[src/rtl/digi_ota_pkg.sv]
// Shared types and defaults for the OTA calibration sequencer.
// State encoding, parameter defaults and the midscale trim helper.
package digi_ota_pkg;

  typedef enum logic [2:0] {
    ST_IDLE,
    ST_CAL_SETTLE,
    ST_CAL_VOTE,
    ST_SMP_SETTLE,
    ST_SMP_CAPTURE
  } state_t;

  localparam int TRIM_W_DEF     = 5;
  localparam int SETTLE_CYC_DEF = 4;
  localparam int VOTE_LOG2_DEF  = 2;

  function automatic logic [31:0] TRIM_MID(input int w);
    return 32'd1 << (w - 1);
  endfunction

endpackage

[src/rtl/digi_ota_sync2.sv]
// Two-flop synchronizer for the asynchronous comparator output.
// Both stages clear to 0 on reset.
module digi_ota_sync2 (
  input  logic clk,
  input  logic rst_n,
  input  logic d,
  output logic q
);

  logic meta;

  // shift the raw level through two flops
  always_ff @(posedge clk or negedge rst_n) begin
    if (!rst_n) begin
      meta <= 1'b0;
      q    <= 1'b0;
    end else begin
      meta <= d;
      q    <= meta;
    end
  end

endmodule

[src/rtl/digi_ota_cal_ctrl.sv]
// SAR offset-trim calibration and periodic sample scheduler
// for the digital OTA/comparator macro.
module digi_ota_cal_ctrl
  import digi_ota_pkg::*;
#(
  parameter int TRIM_W     = TRIM_W_DEF,
  parameter int SETTLE_CYC = SETTLE_CYC_DEF,
  parameter int VOTE_LOG2  = VOTE_LOG2_DEF
) (
  input  logic              clk,
  input  logic              rst_n,
  input  logic              ena,
  input  logic              start_cal,
  input  logic              run,
  input  logic              cmp_in,
  output logic              ota_en,
  output logic              short_in,
  output logic [TRIM_W-1:0] trim,
  output logic              cal_busy,
  output logic              cal_done,
  output logic              sample_valid,
  output logic              sample_bit
);

  localparam int CW    = 8;
  localparam int VW    = VOTE_LOG2 + 1;
  localparam int VOTES = 1 << VOTE_LOG2;
  localparam int IW    = (TRIM_W > 1) ? $clog2(TRIM_W) : 1;
  localparam logic [TRIM_W-1:0] MID = TRIM_W'(TRIM_MID(TRIM_W));

  state_t          state;
  state_t          nxt;
  logic [CW-1:0]   cnt;
  logic [VW-1:0]   ones;
  logic [VW-1:0]   ones_tot;
  logic [IW-1:0]   bit_idx;
  logic            cmp_s;
  logic            settle_done;
  logic            vote_last;
  logic            maj;
  logic            last_bit;
  logic            cal_st;
  logic            start_go;
  logic            cap_ok;

  digi_ota_sync2 u_sync (
    .clk   (clk),
    .rst_n (rst_n),
    .d     (cmp_in),
    .q     (cmp_s)
  );

  assign settle_done = cnt == CW'(SETTLE_CYC - 1);
  assign vote_last   = cnt == CW'(VOTES - 1);
  assign ones_tot    = ones + VW'(cmp_s);
  assign maj         = ones_tot > VW'(VOTES / 2);
  assign last_bit    = bit_idx == '0;
  assign cal_st      = (state == ST_CAL_SETTLE) ||
                       (state == ST_CAL_VOTE);
  assign start_go    = (nxt == ST_CAL_SETTLE) && !cal_st;
  assign cap_ok      = ena && (state == ST_SMP_CAPTURE) &&
                       !start_cal;

  // state register
  always_ff @(posedge clk or negedge rst_n) begin
    if (!rst_n) state <= ST_IDLE;
    else        state <= nxt;
  end

  // next-state decode; ena low overrides everything
  always_comb begin
    nxt = state;
    if (!ena) begin
      nxt = ST_IDLE;
    end else begin
      unique case (state)
        ST_IDLE: begin
          if (start_cal)  nxt = ST_CAL_SETTLE;
          else if (run)   nxt = ST_SMP_SETTLE;
        end
        ST_CAL_SETTLE: begin
          if (settle_done) nxt = ST_CAL_VOTE;
        end
        ST_CAL_VOTE: begin
          if (vote_last)
            nxt = last_bit ? ST_IDLE : ST_CAL_SETTLE;
        end
        ST_SMP_SETTLE: begin
          if (start_cal)        nxt = ST_CAL_SETTLE;
          else if (settle_done) nxt = ST_SMP_CAPTURE;
        end
        ST_SMP_CAPTURE: begin
          if (start_cal) nxt = ST_CAL_SETTLE;
          else if (run)  nxt = ST_SMP_SETTLE;
          else           nxt = ST_IDLE;
        end
        default: nxt = ST_IDLE;
      endcase
    end
  end

  // level outputs straight from the state
  always_comb begin
    ota_en   = state != ST_IDLE;
    short_in = cal_st;
    cal_busy = cal_st;
  end

  // dwell counter and vote accumulator, cleared on every state change
  always_ff @(posedge clk or negedge rst_n) begin
    if (!rst_n) begin
      cnt  <= '0;
      ones <= '0;
    end else begin
      if (state == ST_IDLE || nxt != state) cnt <= '0;
      else                                  cnt <= cnt + CW'(1);
      if (state == ST_CAL_VOTE && nxt == state) ones <= ones_tot;
      else                                      ones <= '0;
    end
  end

  // SAR trim register: trial bit set, resolved by majority, then next bit
  always_ff @(posedge clk or negedge rst_n) begin
    if (!rst_n) begin
      trim    <= MID;
      bit_idx <= '0;
    end else if (!ena) begin
      if (cal_st) trim <= MID;
    end else if (start_go) begin
      trim    <= MID;
      bit_idx <= IW'(TRIM_W - 1);
    end else if (state == ST_CAL_VOTE && vote_last) begin
      trim[bit_idx] <= !maj;
      if (!last_bit) begin
        trim[bit_idx - IW'(1)] <= 1'b1;
        bit_idx <= bit_idx - IW'(1);
      end
    end
  end

  // registered pulses and captured decision
  always_ff @(posedge clk or negedge rst_n) begin
    if (!rst_n) begin
      cal_done     <= 1'b0;
      sample_valid <= 1'b0;
      sample_bit   <= 1'b0;
    end else begin
      cal_done     <= ena && state == ST_CAL_VOTE &&
                      vote_last && last_bit;
      sample_valid <= cap_ok;
      if (cap_ok) sample_bit <= cmp_s;
    end
  end

endmodule
[config.mk]
export PLATFORM = sky130hd
export DESIGN_NAME = digi_ota_cal_ctrl
export DESIGN_NICKNAME = d
export VERILOG_FILES = /design/src/rtl/digi_ota_pkg.sv /design/src/rtl/digi_ota_sync2.sv /design/src/rtl/digi_ota_cal_ctrl.sv
export SDC_FILE = /design/constraint.sdc
export NUM_CORES = 1
export LEC_CHECK = 0
export CORE_MARGIN = 2
export CORE_UTILIZATION = 55
export CTS_CLUSTER_DIAMETER = 100
export DETAILED_ROUTE_END_ITERATION = 16
export GPL_ROUTABILITY_DRIVEN = 0
export PLACE_DENSITY_LB_ADDON = 0.1
export SETUP_SLACK_MARGIN = 0.15
export SLEW_MARGIN = 20
export SYNTH_ARGS = -nofsm -noshare
export SYNTH_HDL_FRONTEND = slang
export SYNTH_SLANG_ARGS = --single-unit
[constraint.sdc]
create_clock -name clk -period 2.5 [get_ports clk]
set_clock_uncertainty 0.2 [all_clocks]
set_input_delay 0.25 -clock clk [delete_from_list [all_inputs] [get_ports clk]]
set_output_delay 0.25 -clock clk [all_outputs]
set_load 0.01 [all_outputs]
==> qor.txt, run 1 <==
register area: 678 µm²
Leak: 0.000817 µW
r2r setup slk: 220 ps
clock slew at reported path FFs: 150 ps
DRT iter0 DRCs: 75
FILL cells: 221
per-cell routed wire length: 16.9 µm
status: finished with violations
kind of critical path: flop to flop
share of layout cells above drive strength 1: 0.204
root buffer cell: clkbuf_4
Post-Syn Area: 1650 µm²
Hold Crit Class: primary input to asynchronous set/reset pin
Total GRT Usage: 0.235
fmax: 439 MHz
Worst Max-Slew Pin Slew: 381 ps
failing checks: DRC
number of routed nets with antenna violations: 0
startpoint types: flop
pwr dens: 470 nW/µm²
Rows: 19
clk buf depth: 2
r2r endpoint: trim[3]$_DFFE_PN0P_
Die ar.: 3460 µm²
reg2reg start: cnt[0]$_DFF_PN0_
largest net degree at the start of global routing: 28
worst path required time: 2530 ps
DRT Pass-1 Iters: 10
CTS tree: built
setup_tns: 0 ps
# diodes: 0
Die H: 58.8 µm
H-tree levels: 1
register area share after synthesis: 0.410
Final Setup Violations: 0
via/cell ratio: 6.40
vias: 1,388
hold buffers post-CTS: 0
area of the multi-input gates: 930 µm²
I/O Buffers: 16
Worst Hold Margin: 73.6 ps
post-route clock period utilization: 0.910
peak supply drop: 312 µV
max-cap violations: 0
post-DP HPWL: 2.64 mm
Async S/R FF share, synth: 1.00
Final Max Tran Viols: 0
core footprint: 2810 µm²
Final Hold Fails: 0
Cells after Synth: 166
initial antenna violation count: 0
DR DRC count: 2
post-synth cell types: 50
first-pass GRT wire length: 6.31 mm
Top FF cell, synth: dfrtp_1
fin nets: 198
vias in the first global route: 1,381
commonest non-fill, non-tap cell in the layout: dfrtp_1
RSZ-0062 raised after global routing: false
Mapped Nets: 177
Num Clock Sinks: 27
die width: 58.8 µm
final core utilization: 0.691
commonest cells after routing, fill and taps aside: 25 x dfrtp_1, 16 x clkdlybuf4s50_1, 10 x inv_1, 10 x nor2_1, 10 x nand2_1
drt total wl: 3.66 mm
global route overflow: 0
Layout area overhead: 17.4%
initial core utilization: 0.589
Ys Warns: 0
worst r2r path cells: 6
cts bufs inserted: 3
Critical Path AT: 2310 ps
EDFF count, synth: 0
Tmin final: 2280 ps
Clock Latency Late Sink: 330 ps
crit end category: flop
Slew Limit Headroom: 0.745
Mean Syn Cell Area: 9.95 µm²
CP max FO: 8
I/O Pins: 17
Seq cells post-synth: 27
-- synth_stat cells, types with 3 or more instances --
| cell | number | share of area |
|---|---|---|
| dfrtp_1 | 26 | 0.39 |
| nand2_1 | 11 | 0.025 |
| inv_1 | 10 | 0.023 |
| nor2_1 | 10 | 0.023 |
| nor4_1 | 10 | 0.038 |
| a31oi_1 | 8 | 0.030 |
| nand3_1 | 7 | 0.021 |
| a21oi_1 | 5 | 0.015 |
| a32o_1 | 5 | 0.030 |
| ha_1 | 5 | 0.038 |
| xor2_1 | 5 | 0.027 |
| a21o_1 | 3 | 0.014 |
| a31o_2 | 3 | 0.016 |
| buf_2 | 3 | 0.0091 |
| clkbuf_1 | 3 | 0.0068 |
| nor2b_1 | 3 | 0.011 |
| o21ai_0 | 3 | 0.0091 |
| o22a_1 | 3 | 0.016 |
| xnor2_1 | 3 | 0.016 |
-- how the worst max path moves through the flow --
stage	start	end	slack, ps	cells after the start
floorplan	cnt[0]$_DFF_PN0_	trim[1]$_DFFE_PN0P_	320	6
global route	cnt[0]$_DFF_PN0_	trim[3]$_DFFE_PN0P_	150	6
CTS	cnt[0]$_DFF_PN0_	trim[3]$_DFFE_PN0P_	180	6
finish	cnt[0]$_DFF_PN0_	trim[3]$_DFFE_PN0P_	220	6
global placement	cnt[0]$_DFF_PN0_	trim[2]$_DFFE_PN0P_	220	6
detailed placement	cnt[0]$_DFF_PN0_	trim[3]$_DFFE_PN0P_	170	6
-- per-stage QoR --
step	instance area (µm²)	setup WS [ps]	cells	power [µW]
after floorplan	1650	322	166	635
after global placement	1870	225	212	707
after detailed placement	1870	172	212	715
after CTS	1900	179	217	907
after global routing	1940	152	217	962
final	1940	224	217	912
-- sequential cells by signal (all words and copies together), names as in the netlist --
name	flops
sample_valid	1
trim	5
ones	3
sample_bit	1
u_sync.q	1
bit_idx	3
cnt	8
state	3
u_sync.meta	1
cal_done	1
-- worst max-delay path, cell delays in order (launching register included) --
cell	delay [ps]
dfrtp_1	450
ha_4	180
or4b_4	490
o211ai_1	200
o311a_2	240
o211ai_4	130
a32o_1	280
-- where the power goes --
group / switching (µW) / leakage (µW) / internal, µW / total [µW]
clock: 132 / 0.0000177 / 60.1 / 192
combinational: 142 / 0.000448 / 105 / 247
sequential: 18.7 / 0.000352 / 454 / 472
-- kinds of logic after synthesis --
logic type / synth area share
flops: 0.410
compound gates: 0.210
simple gates: 0.243
xor+xnor: 0.0424
mux: 0.00682
fa+ha+maj: 0.0379
buf+inv: 0.0500
-- final cells by class --
type / count / share of cell area
multi-input cells: 120 / 0.479
flip-flops and latches: 27 / 0.350
repair buffers: 25 / 0.117
well taps: 31 / 0.0200
inverters: 10 / 0.0194
clock buffers: 3 / 0.0116
clock inverters: 1 / 0.00258
-- timing repair --
item	in CTS	in global routing
setup buffers	1	0
pin swaps	1	4
endpoints found under the setup margin	4	16
gates cloned	0	0
gates resized for setup	0	8
-- per-layer routing --
| metal | up-vias | routed length (µm) | GRT usage |
|---|---|---|---|
| li1 | 662 | - | - |
| met1 | 677 | 1700 | 0.321 |
| met2 | 44 | 1760 | 0.398 |
| met3 | 5 | 158 | 0.0220 |
| met4 | 0 | 41 | 0.0682 |
| met5 | - | 0 | 0 |
No activity file was read; power rests on OpenSTA's default activity.
==> run 2: changes to the inputs <==
--- a/config.mk
+++ b/config.mk
@@ -5,12 +5,15 @@
 export SDC_FILE = /design/constraint.sdc
 export NUM_CORES = 1
 export LEC_CHECK = 0
+export CELL_PAD_IN_SITES_DETAIL_PLACEMENT = 1
+export CELL_PAD_IN_SITES_GLOBAL_PLACEMENT = 1
 export CORE_MARGIN = 2
-export CORE_UTILIZATION = 55
+export CORE_UTILIZATION = 44
 export CTS_CLUSTER_DIAMETER = 100
 export DETAILED_ROUTE_END_ITERATION = 16
 export GPL_ROUTABILITY_DRIVEN = 0
 export PLACE_DENSITY_LB_ADDON = 0.1
+export REMOVE_ABC_BUFFERS = 1
 export SETUP_SLACK_MARGIN = 0.15
 export SLEW_MARGIN = 20
 export SYNTH_ARGS = -nofsm -noshare
==> run 2 against run 1 <==
Power rose by 10%. The flow now finishes without violations. Maximum frequency rose by 1.2%. Register-to-register slack improved by 30 ps. Sequential cell count did not move. Clock power rose by 41%. Critical path type unchanged.
==> qor.txt, run 2 (same netlist as run 1, synthesis figures left out) <==
status: completed
drt total wl: 4.44 mm
DRT iter0 DRCs: 52
post-route clock period utilization: 0.899
critical path, cell by cell: ha_4 > or4b_4 > o211ai_1 > o311a_2 > o211ai_4 > a32o_1
CTS tree: built
largest registers: cnt (8), trim (5)
fin nets: 202
number of routed nets with antenna violations: 0
crit-path max cell delay: 490 ps
slowest stage cell, crit path: or4b_4
cell count after placement: 229
Slew Limit Headroom: 0.714
pwr dens: 502 nW/µm²
crit end category: flop
CP max FO: 8
CP Capture Point: trim[2]$_DFFE_PN0P_
per-cell routed wire length: 18.6 µm
register bank with the most flops: cnt
initial core utilization: 0.455
Rows: 22
worst r2r path cells: 6
clock slew at reported path FFs: 110 ps
DRT Pass-1 Iters: 4
core footprint: 3630 µm²
Critical Path AT: 2230 ps
largest net degree at the start of global routing: 28
Leak: 0.000871 µW
max-cap violations: 0
Critical Path Start: cnt[1]$_DFF_PN0_
Worst Hold Margin: 126 ps
Clock Latency Late Sink: 290 ps
Layout area overhead: 21.0%
reg2reg start: cnt[1]$_DFF_PN0_
H-tree levels: 1
Post-Layout Cell Count: 238
first-pass GRT wire length: 7.40 mm
commonest cells after routing, fill and taps aside: 24 x dfrtp_1, 16 x clkdlybuf4s50_1, 13 x buf_4
post-DP HPWL: 3.21 mm
final setup margin: 252 ps
post-place setup slack: 118 ps
Num Clock Sinks: 27
Largest register FFs: 8
vias: 1,431
FILL cells: 409
RSZ-0062 raised after global routing: false
# diodes: 0
fmax: 445 MHz
r2r setup slk: 250 ps
CP delay by family, top: compound AO/OA/AOI/OAI gates
Final Setup Violations: 0
DR DRC count: 0
Final Hold Fails: 0
r2r endpoint: trim[2]$_DFFE_PN0P_
Total GRT Usage: 0.224
Worst Max-Slew Pin Slew: 427 ps
initial antenna violation count: 0
startpoint types: flop
I/O Pins: 17
clk buf depth: 2
Die H: 65.3 µm
kind of critical path: flop to flop
area of the multi-input gates: 913 µm²
commonest non-fill, non-tap cell in the layout: dfrtp_1
die width: 65.3 µm
share of layout cells above drive strength 1: 0.211
via/cell ratio: 6.01
setup_tns: 0 ps
Die ar.: 4260 µm²
root buffer cell: clkbuf_8
hold buffers post-CTS: 0
Tmin final: 2250 ps
Hold Crit Class: primary input to asynchronous set/reset pin
I/O Buffers: 16
cts bufs inserted: 3
Crit path buffers/inverters: 0
global route overflow: 0
register area: 679 µm²
final core utilization: 0.550
vias in the first global route: 1,499
Final Max Tran Viols: 0
peak supply drop: 353 µV
number of cells on the critical path: 6
worst path required time: 2480 ps
[run 2: per-stage QoR]
step	cell area [µm²]	power [µW]
2_1_floorplan	1610	618
3_3_place_gp	1890	713
3_5_place_dp	1890	727
4_1_cts	1940	991
5_1_grt	2000	1050
6_report	2000	1000
[run 2: power breakdown]
| part | leakage [µW] | total, µW | internal, µW | switching (µW) |
|---|---|---|---|---|
| Combinational | 0.000495 | 256 | 110 | 146 |
| Clock | 0.0000261 | 270 | 117 | 153 |
| Sequential | 0.000350 | 478 | 454 | 23.8 |
[run 2: worst min-delay path by stage]
stage | slack (ps) | end | cells after the start
after floorplan | -250 | bit_idx[0]$_DFFE_PN0P_ | 0
after global placement | 140 | u_sync.q$_DFF_PN0_ | 0
after detailed placement | 140 | u_sync.q$_DFF_PN0_ | 0
after CTS | 150 | sample_bit$_DFFE_PN0P_ | 2
after global routing | 160 | sample_bit$_DFFE_PN0P_ | 2
final | 130 | sample_bit$_DFFE_PN0P_ | 2
[run 2: final cells by class]
type,instances,share of cell area
Timing Repair Buffer,29,0.129
Tap cell,48,0.0301
Sequential cell,27,0.340
Clock buffer,3,0.0207
Inverter,10,0.0188
Multi-Input combinational cell,120,0.457
Clock inverter,1,0.00438
[run 2: routing by layer]
metal / up-vias / GRT usage / wire [µm]
met5: - / 0 / 0
met1: 734 / 0.286 / 2030
met4: 0 / 0.0703 / 63
met3: 7 / 0.0257 / 70
met2: 17 / 0.398 / 2280
li1: 673 / - / -
[run 2: repair_timing]
action / in CTS / in global routing
endpoints found under the setup margin: 5 / 15
gates resized for setup: 2 / 4
setup buffers: 0 / 5
pin swaps: 2 / 4
hold endpoints to repair: 0 / 0
